<file path="src/rtl/bcd_digit_scan_pkg.sv">
// ------------------------------------------------------------------
// bcd_digit_scan_pkg : shared display codes and default sizing
// Revision 1.0
// ------------------------------------------------------------------
`default_nettype none

package bcd_digit_scan_pkg;
  localparam logic [3:0] BLANK_CODE      = 4'hF;
  localparam logic [3:0] BCD_MAX         = 4'd9;
  localparam int         DEF_N_DIGITS    = 4;
  localparam int         DEF_REFRESH_DIV = 50000;
endpackage

`default_nettype wire

</file>
<file path="src/rtl/bcd_digit_scan_refresh_prescaler.sv">
// ------------------------------------------------------------------
// refresh_prescaler : free-running divider, one-cycle tick every DIV clocks
// Revision 1.0
// ------------------------------------------------------------------
`default_nettype none

module refresh_prescaler
  import bcd_digit_scan_pkg::*;
#(
  parameter int DIV = DEF_REFRESH_DIV
) (
  input  logic clk,
  input  logic rst,
  output logic tick
);

  localparam int            CW     = (DIV > 1) ? $clog2(DIV) : 1;
  localparam logic [CW-1:0] C_LAST = CW'(DIV - 1);

  logic [CW-1:0] r_cnt;

  always_ff @(posedge clk) begin
    if (rst) begin
      r_cnt <= '0;
    end else if (r_cnt == C_LAST) begin
      r_cnt <= '0;
    end else begin
      r_cnt <= r_cnt + CW'(1);
    end
  end

  // DIV = 1 keeps the counter pinned at 0, so tick is asserted every cycle.
  assign tick = (r_cnt == C_LAST);

endmodule

`default_nettype wire

</file>
<file path="src/rtl/bcd_digit_scan.sv">
// ------------------------------------------------------------------
// bcd_digit_scan : multiplexed BCD digit scanner with LZ blanking
// Revision 1.0
// ------------------------------------------------------------------
`default_nettype none

module bcd_digit_scan
  import bcd_digit_scan_pkg::*;
#(
  parameter int N_DIGITS    = DEF_N_DIGITS,
  parameter int REFRESH_DIV = DEF_REFRESH_DIV
) (
  input  logic                        clk,
  input  logic                        rst,
  input  logic                        load,
  input  logic [4*N_DIGITS-1:0]       digits_in,
  input  logic                        blank_lz,
  output logic [3:0]                  bcd_out,
  output logic [N_DIGITS-1:0]         an,
  output logic [$clog2(N_DIGITS)-1:0] digit_idx,
  output logic                        err
);

  localparam int            IW         = $clog2(N_DIGITS);
  localparam logic [IW-1:0] C_LAST_IDX = IW'(N_DIGITS - 1);

  logic [4*N_DIGITS-1:0] r_shadow;
  logic [IW-1:0]         r_idx;
  logic                  w_tick;
  logic [3:0]            w_digit;
  logic [N_DIGITS-1:0]   w_an_lit;
  logic [N_DIGITS-1:0]   w_upper_zero;
  logic                  w_load_err;
  logic                  w_blank;
  logic                  w_invalid;
  logic                  w_run_zero;

  refresh_prescaler #(
    .DIV (REFRESH_DIV)
  ) u_prescaler (
    .clk  (clk),
    .rst  (rst),
    .tick (w_tick)
  );

  // w_upper_zero[i] is set when digits i..N-1 of the shadow word are all zero.
  always_comb begin
    w_digit      = '0;
    w_an_lit     = '1;
    w_upper_zero = '0;
    w_load_err   = 1'b0;
    w_run_zero   = 1'b1;
    for (int i = N_DIGITS - 1; i >= 0; i--) begin
      w_run_zero      = w_run_zero && (r_shadow[4*i +: 4] == 4'd0);
      w_upper_zero[i] = w_run_zero;
      w_load_err      = w_load_err || (digits_in[4*i +: 4] > BCD_MAX);
      if (r_idx == IW'(i)) begin
        w_digit     = r_shadow[4*i +: 4];
        w_an_lit[i] = 1'b0;
      end
    end
  end

  assign w_blank   = blank_lz && (r_idx != '0) && w_upper_zero[r_idx];
  assign w_invalid = (w_digit > BCD_MAX);

  always_ff @(posedge clk) begin
    if (rst) begin
      r_shadow  <= '0;
      r_idx     <= '0;
      err       <= 1'b0;
      bcd_out   <= 4'h0;
      an        <= ~{{(N_DIGITS-1){1'b0}}, 1'b1};
      digit_idx <= '0;
    end else begin
      if (load) begin
        r_shadow <= digits_in;
        err      <= w_load_err;
      end
      if (w_tick) begin
        r_idx <= (r_idx == C_LAST_IDX) ? '0 : r_idx + IW'(1);
      end
      // Slot outputs follow the pre-edge shadow/idx, so an and bcd_out switch together.
      digit_idx <= r_idx;
      if (w_blank || w_invalid) begin
        bcd_out <= BLANK_CODE;
        an      <= '1;
      end else begin
        bcd_out <= w_digit;
        an      <= w_an_lit;
      end
    end
  end

endmodule

`default_nettype wire

</file>
<file path="config.mk">
export PLATFORM = sky130hd
export DESIGN_NAME = bcd_digit_scan
export DESIGN_NICKNAME = d
export VERILOG_FILES = /design/src/rtl/bcd_digit_scan_pkg.sv /design/src/rtl/bcd_digit_scan_refresh_prescaler.sv /design/src/rtl/bcd_digit_scan.sv
export SDC_FILE = /design/constraint.sdc
export NUM_CORES = 1
export LEC_CHECK = 0
export CAP_MARGIN = 25
export CELL_PAD_IN_SITES_DETAIL_PLACEMENT = 0
export CELL_PAD_IN_SITES_GLOBAL_PLACEMENT = 1
export CORE_MARGIN = 2
export CORE_UTILIZATION = 43
export CTS_CLUSTER_DIAMETER = 150
export DETAILED_ROUTE_END_ITERATION = 8
export PLACE_DENSITY_LB_ADDON = 0.1
export SKIP_CTS_REPAIR_TIMING = 1
export SYNTH_ARGS = -nofsm -noshare
export SYNTH_HDL_FRONTEND = slang
export SYNTH_SLANG_ARGS = --single-unit
</file>
<file path="constraint.sdc">
create_clock -name clk -period 2.83 [get_ports clk]
set_input_delay 0.566 -clock clk [delete_from_list [all_inputs] [get_ports clk]]
set_output_delay 0.566 -clock clk [all_outputs]
set_load 0.005 [all_outputs]
</file>
==> qor.csv, run 1 <==
metric;value;unit
Initial Util;45.2;%
Syn Nets;236;
HPWL after detailed placement;3.05;mm
Critical Path Stages;6;
ys async rst share;0;%
worst r2r path cells;6;
Reg-to-Reg End;an[1];
Multi-input gate area;1000;sq um
Arrival @ worst endpoint;2.06;ns
post-route ant nets;0;
static leakage;0.909;nW
register area;901;sq um
Num CTS Buffers;5;
Tot GR Track Use;16.2;%
Top FF cell, synth;dfxtp_1;
worst skew pair latency;0.29;ns
Clock Root Buffer;clkbuf_8;
number of diodes;0;
P per Cell Area;481;nW/um^2
Die Wd;72.1;um
dpl ws;0.881;ns
Distinct cells, synth;39;
NetSw;0.270;mW
die area;5200;sq um
MaxCap Viol Count;0;
syn_area_per_cell;9.45;sq um
relative slew slack;58.7;%
Comb pwr share;9.3;%
cell family contributing the most delay on the critical path;compound AO/OA/AOI/OAI gates;
Worst Max-Slew Pin Slew;0.619;ns
post-synthesis sequential area ratio;45.2;%
synth-to-layout area growth;20.5;%
H-tree depth;2;
Pre-antenna DRT Iters;4;
most common cell after layout, fill and taps aside;dfxtp_1;
CTS sink cnt;45;
final std cell area, no fill;2400;sq um
Int Pwr;0.885;mW
final hold viol count;0;
Synth top area share;45.2;%
GP Congestion;0.852;
Routed WL;4.09;mm
Sequential Power Share;58.0;%
startpoint types;register;
Cell Chain, Critical Path;inv_1 -> ha_1 -> a211oi_1 -> a221oi_2 -> o22ai_1 -> nand4b_1;
# DRC;0;
post-placement cell area;2320;sq um
Die Height;72.1;um
FF-to-FF setup slack;0.93;ns
fin crit period;1.90;ns
HP Start;u_prescaler.r_cnt[0];
commonest cells after routing, fill and taps aside;dfxtp_1, nor2_1, clkdlybuf4s50_1;
CP endpoint kind;register;
Final Cycle Share;67.1;%
Synthesis Warnings;0;
CTS clk-pin slew, worst paths;0.08;ns
fraction of layout cells with a size suffix above 1;6.22;%
RSZ-0062 raised after global routing;false;
final net count;265;
total power;1.16;mW
flop and latch count out of synthesis;45;
Final setup viols;0;
crit path kind;register to register;
post-DR vias/cell;5.40;
Ports;31;
final worst slack;0.931;ns
Area contributors post-synth;dfxtp_1, mux2i_1, nor2_1;
CTS tree;done;
Worst Hold Endpoint;u_prescaler.r_cnt[0];
max incr delay on CP;0.42;ns
Hold Path Cell Cnt;1;
clk buf depth;2;
Post-synth EDFFs;0;
status;finished clean;
WL/cell;13.9;um
Clk pwr share;32.8;%
leading area contributor after synthesis;dfxtp_1;
maximum vdd drop;334;uV
Post-Syn Area;1990;sq um
Worst Path Max Fanout;12;
antenna violations before repair;0;
FMAX;527;MHz
slowest stage cell on the critical path;dfxtp_1;
min-delay worst type;register to register;
first-pass GRT wire length;6.53;mm
Critical R2R Launch;r_idx[1];
clk_skew;0.00476;ns
Post-Synthesis Cells;211;
filler cell count;400;
largest net degree at the start of global routing;31;
Site Rows;24;
initial DRC count;64;
Core Region;4410;sq um
setup_tns;0;ns
total global routing overflow;0;
CP Data Required Time;2.99;ns
IO Port Bufs;30;
Worst Path Buf+Inv;1;
max-slew violations;0;
vias in the first global route;1416;
via count;1581;
sw frac;23.4;%
routing by layer:
metal  vias to the layer above  routed length, um  global-route usage (%)
met5                         -                  0                       0
met4                         0                 48                    6.92
met3                         4                174                    3.75
met2                        34               1750                    23.2
met1                       738               2120                    23.2
li1                        805                  -                       -
cell usage after synthesis (2+ instances only):
cell type   n
a211oi_1    3
nand3_1     3
buf_2       4
nand4_1     6
o21ai_0    12
nor4b_1     2
a21oi_1     8
clkbuf_1    3
nand3b_1    3
ha_1        5
xnor2_1     3
nand4b_1    3
nor2_1     34
a31oi_1     3
or3_1       5
nor2b_1     2
nand2_1     6
and2_1      4
mux2i_1    17
dfxtp_1    45
a221oi_2    3
xor2_1      7
nor4_1      3
nor3b_1     2
inv_1       9
and4_1      3
metrics by stage:
stage / std cells / utilization (%) / hold slack (ns)
finish: 293 / 54.4 / 0.444
global route: 293 / 54.4 / 0.486
CTS: 293 / 54.4 / 0.442
global placement: 285 / 52.6 / 0.421
floorplan: 211 / - / 0.413
detailed placement: 285 / 52.6 / 0.431
cell type report:
type | instances | area share, %
Multi-Input combinational cell | 147 | 41.8
Sequential cell | 45 | 37.5
Timing Repair Buffer | 32 | 13.1
Clock buffer | 6 | 3.02
Tap cell | 52 | 2.71
Inverter | 9 | 1.41
Clock inverter | 2 | 0.417
power groups by stage:
stage | combinational, mW | sequential, mW | clock [mW]
after floorplan | 0.0594 | 0.680 | 0
after global placement | 0.105 | 0.684 | 0
after detailed placement | 0.108 | 0.685 | 0
after CTS | 0.108 | 0.670 | 0.392
after global routing | 0.118 | 0.674 | 0.418
final | 0.107 | 0.670 | 0.379
registers in the layout, summed over array words and instances (netlist names):
signal and cells:
digit_idx 2, r_shadow 16, r_idx 2, an 4, u_prescaler.r_cnt 16, err 1
bcd_out 4
kinds of logic after synthesis:
logic type      Yosys count  share of synthesized area [%]
compound gates           34                           11.4
fa+ha+maj                 5                           3.14
buf+inv                  19                           4.45
mux                      17                           8.53
xor+xnor                 10                           4.39
flops                    45                           45.2
simple gates             81                           22.9
worst max path at each step:
stage               slack (ns)         end     start
detailed placement        0.88  bcd_out[1]  blank_lz
global route              0.78       an[1]  r_idx[0]
finish                    0.93       an[1]  r_idx[1]
floorplan                 1.15       an[1]  r_idx[0]
CTS                       0.93       an[1]  r_idx[0]
global placement          0.90  bcd_out[1]  blank_lz
worst register-to-register path: stages (launching register included):
cell and delay [ns]:
dfxtp_1 0.42, inv_1 0.10, ha_1 0.35, a211oi_1 0.32, a221oi_2 0.14, o22ai_1 0.31
nand4b_1 0.14
No activity file was read; power rests on OpenSTA's default activity.
==> inputs of run 2 (changes only) <==
--- a/config.mk
+++ b/config.mk
@@ -9,7 +9,7 @@
 export CELL_PAD_IN_SITES_DETAIL_PLACEMENT = 0
 export CELL_PAD_IN_SITES_GLOBAL_PLACEMENT = 1
 export CORE_MARGIN = 2
-export CORE_UTILIZATION = 43
+export CORE_UTILIZATION = 40
 export CTS_CLUSTER_DIAMETER = 150
 export DETAILED_ROUTE_END_ITERATION = 8
 export PLACE_DENSITY_LB_ADDON = 0.1
==> constraint.sdc (replaced) <==
create_clock -name clk -period 1.8 [get_ports clk]
set_input_delay 0.36 -clock clk [delete_from_list [all_inputs] [get_ports clk]]
set_output_delay 0.36 -clock clk [all_outputs]
set_load 0.005 [all_outputs]
==> qor.csv, run 2 (synthesized netlist as in run 1, its figures left out) <==
metric;value;unit;change
CTS tree;done;;
Initial Util;41.9;%;-3.2 points
Final setup viols;0;;unchanged
final net count;271;;+2.3%
GP Congestion;0.807;;-5.2%
initial DRC count;54;;-16%
first-pass GRT wire length;6.71;mm;+2.6%
worst skew pair latency;0.29;ns;about the same
Worst Path Buf+Inv;1;;unchanged
Clock Root Buffer;clkbuf_8;;
clk buf depth;2;;unchanged
hold slack;0.436;ns;-0.00831 ns
Sequential Power Share;57.1;%;-0.9 points
Worst Max-Slew Pin Slew;0.414;ns;-0.205 ns
vias in the first global route;1490;;+5.2%
# DRC;0;;unchanged
MaxCap Viol Count;0;;unchanged
Util after Layout;54.4;%;about the same
Critical R2R Launch;r_idx[0];;
CP Data Required Time;2.01;ns;-0.98 ns
FMAX;600;MHz;+14%
HP Start;u_prescaler.r_cnt[0];;
crit path kind;register to register;;
Arrival @ worst endpoint;1.88;ns;-0.18 ns
total power;1.85;mW;+60%
top flop regs;r_shadow (16), u_prescaler.r_cnt (16);;
Comb pwr share;10.0;%;+0.7 points
slowest stage cell on the critical path;dfxtp_1;;
CTS sink cnt;45;;unchanged
IO Port Bufs;30;;unchanged
final hold viol count;0;;unchanged
fraction of layout cells with a size suffix above 1;11.8;%;+5.6 points
NetSw;0.408;mW;+51%
clk_skew;0.00531;ns;+0.000551 ns
post-DR vias/cell;5.10;;-5.6%
Worst Path Max Fanout;9;;-3
total global routing overflow;0;;unchanged
maximum vdd drop;496;uV;+49%
Die Height;74.6;um;+3.5%
antenna violations before repair;0;;unchanged
FF-to-FF setup slack;0.13;ns;-0.80 ns
crit path launch;r_idx[0];;
commonest cells after routing, fill and taps aside;dfxtp_1, nor2_1, clkdlybuf4s50_1;;
Routed WL;4.18;mm;+2.2%
P per Cell Area;714;nW/um^2;+49%
relative slew slack;72.0;%;+13 points
Core Region;4750;sq um;+7.7%
filler cell count;445;;+11%
Ports;31;;unchanged
Worst Hold Endpoint;u_prescaler.r_cnt[0];;
Final Cycle Share;92.6;%;+25 points
Num CTS Buffers;5;;unchanged
Die Wd;74.6;um;+3.5%
largest net degree at the start of global routing;31;;unchanged
CTS clk-pin slew, worst paths;0.07;ns;about the same
most common cell after layout, fill and taps aside;dfxtp_1;;
status;finished clean;;
Cell Chain, Critical Path;inv_1 -> ha_4 -> nor4b_1 -> nand2_1 -> a211o_1 -> a31oi_1;;
Clk pwr share;32.9;%;about the same
min-delay worst type;register to register;;
Reg-to-Reg End;bcd_out[1];;
fin crit period;1.67;ns;-0.232 ns
synth-to-layout area growth;29.6;%;
HPWL after detailed placement;3.05;mm;-0.16%
die area;5570;sq um;+7.1%
via count;1595;;+0.89%
worst r2r path cells;6;;unchanged
startpoint types;register;;
Pre-antenna DRT Iters;4;;unchanged
WL/cell;13.3;um;-4.3%
Tot GR Track Use;15.8;%;-0.33 points
H-tree depth;2;;unchanged
Hold Path Cell Cnt;1;;unchanged
number of diodes;0;;unchanged
cell family contributing the most delay on the critical path;compound AO/OA/AOI/OAI gates;;
post-route ant nets;0;;unchanged
CP endpoint kind;register;;
sw frac;22.1;%;-1.3 points
Int Pwr;1.44;mW;+63%
static leakage;0.961;nW;+5.7%
Site Rows;25;;+4.2%
Critical Path Stages;6;;unchanged
max-slew violations;0;;unchanged
max incr delay on CP;0.33;ns;-0.09 ns
run 2: cell types whose count changed in the layout (fill, tap and decap cells not counted), sizes merged:
cell	previous run	this run
buf	2	8
clkbuf	6	7
clkinv	2	0
run 2: layer usage:
metal  vias up  track usage [%]  wire length (um)
met2        28             22.9              1840
met3         5             4.15               165
met4         0             5.95                46
met5         -                0                 0
met1       745             22.7              2130
li1        817                -                 -
run 2: final cells by class:
| type | count | area [sq um] | area share [%] |
|---|---|---|---|
| Multi-Input combinational cell | 147 | 1090 | 42.4 |
| Sequential cell | 45 | 901 | 34.8 |
| Timing Repair Buffer | 38 | 385 | 14.9 |
| Clock buffer | 7 | 86.3 | 3.34 |
| Tap cell | 67 | 83.8 | 3.24 |
| Inverter | 9 | 33.8 | 1.31 |
run 2: worst max-delay path by stage:
stage,end
after floorplan,an[1]
after detailed placement,an[2]
final,bcd_out[1]
after CTS,an[2]
after global placement,bcd_out[1]
after global routing,bcd_out[2]
run 2: through the flow:
| step | instance area (sq um) | TNS, ns | worst slack, ns | cells |
|---|---|---|---|---|
| floorplan | 1990 | 0 | 0.123 | 211 |
| detailed placement | 2410 | 0 | 0.0211 | 306 |
| CTS | 2490 | 0 | 0.00840 | 313 |
| global placement | 2410 | 0 | 0.0634 | 306 |
| finish | 2580 | 0 | 0.133 | 313 |
| global route | 2580 | -0.00533 | -0.00533 | 313 |
run 2: worst register-to-register path, cell delays in order (launching register included):
cell and delay (ns):
dfxtp_1 0.33, inv_1 0.13, ha_4 0.25, nor4b_1 0.26, nand2_1 0.11, a211o_1 0.33, a31oi_1 0.19
run 2: power groups by stage:
stage | Combinational [mW] | Sequential [mW] | Clock (mW)
after global routing | 0.204 | 1.06 | 0.684
after CTS | 0.180 | 1.05 | 0.636
after floorplan | 0.0934 | 1.07 | 0
after global placement | 0.175 | 1.08 | 0
after detailed placement | 0.180 | 1.08 | 0
final | 0.184 | 1.05 | 0.608
==> inputs of run 3 (changes only) <==
--- a/config.mk
+++ b/config.mk
@@ -5,12 +5,12 @@
 export SDC_FILE = /design/constraint.sdc
 export NUM_CORES = 1
 export LEC_CHECK = 0
-export CAP_MARGIN = 25
 export CELL_PAD_IN_SITES_DETAIL_PLACEMENT = 0
 export CELL_PAD_IN_SITES_GLOBAL_PLACEMENT = 1
 export CORE_MARGIN = 2
 export CORE_UTILIZATION = 40
 export CTS_CLUSTER_DIAMETER = 150
+export CTS_CLUSTER_SIZE = 40
 export DETAILED_ROUTE_END_ITERATION = 8
 export PLACE_DENSITY_LB_ADDON = 0.1
 export SKIP_CTS_REPAIR_TIMING = 1
==> results of run 3 <==
The final DEF is identical to that of run 2; final timing and power are the same.
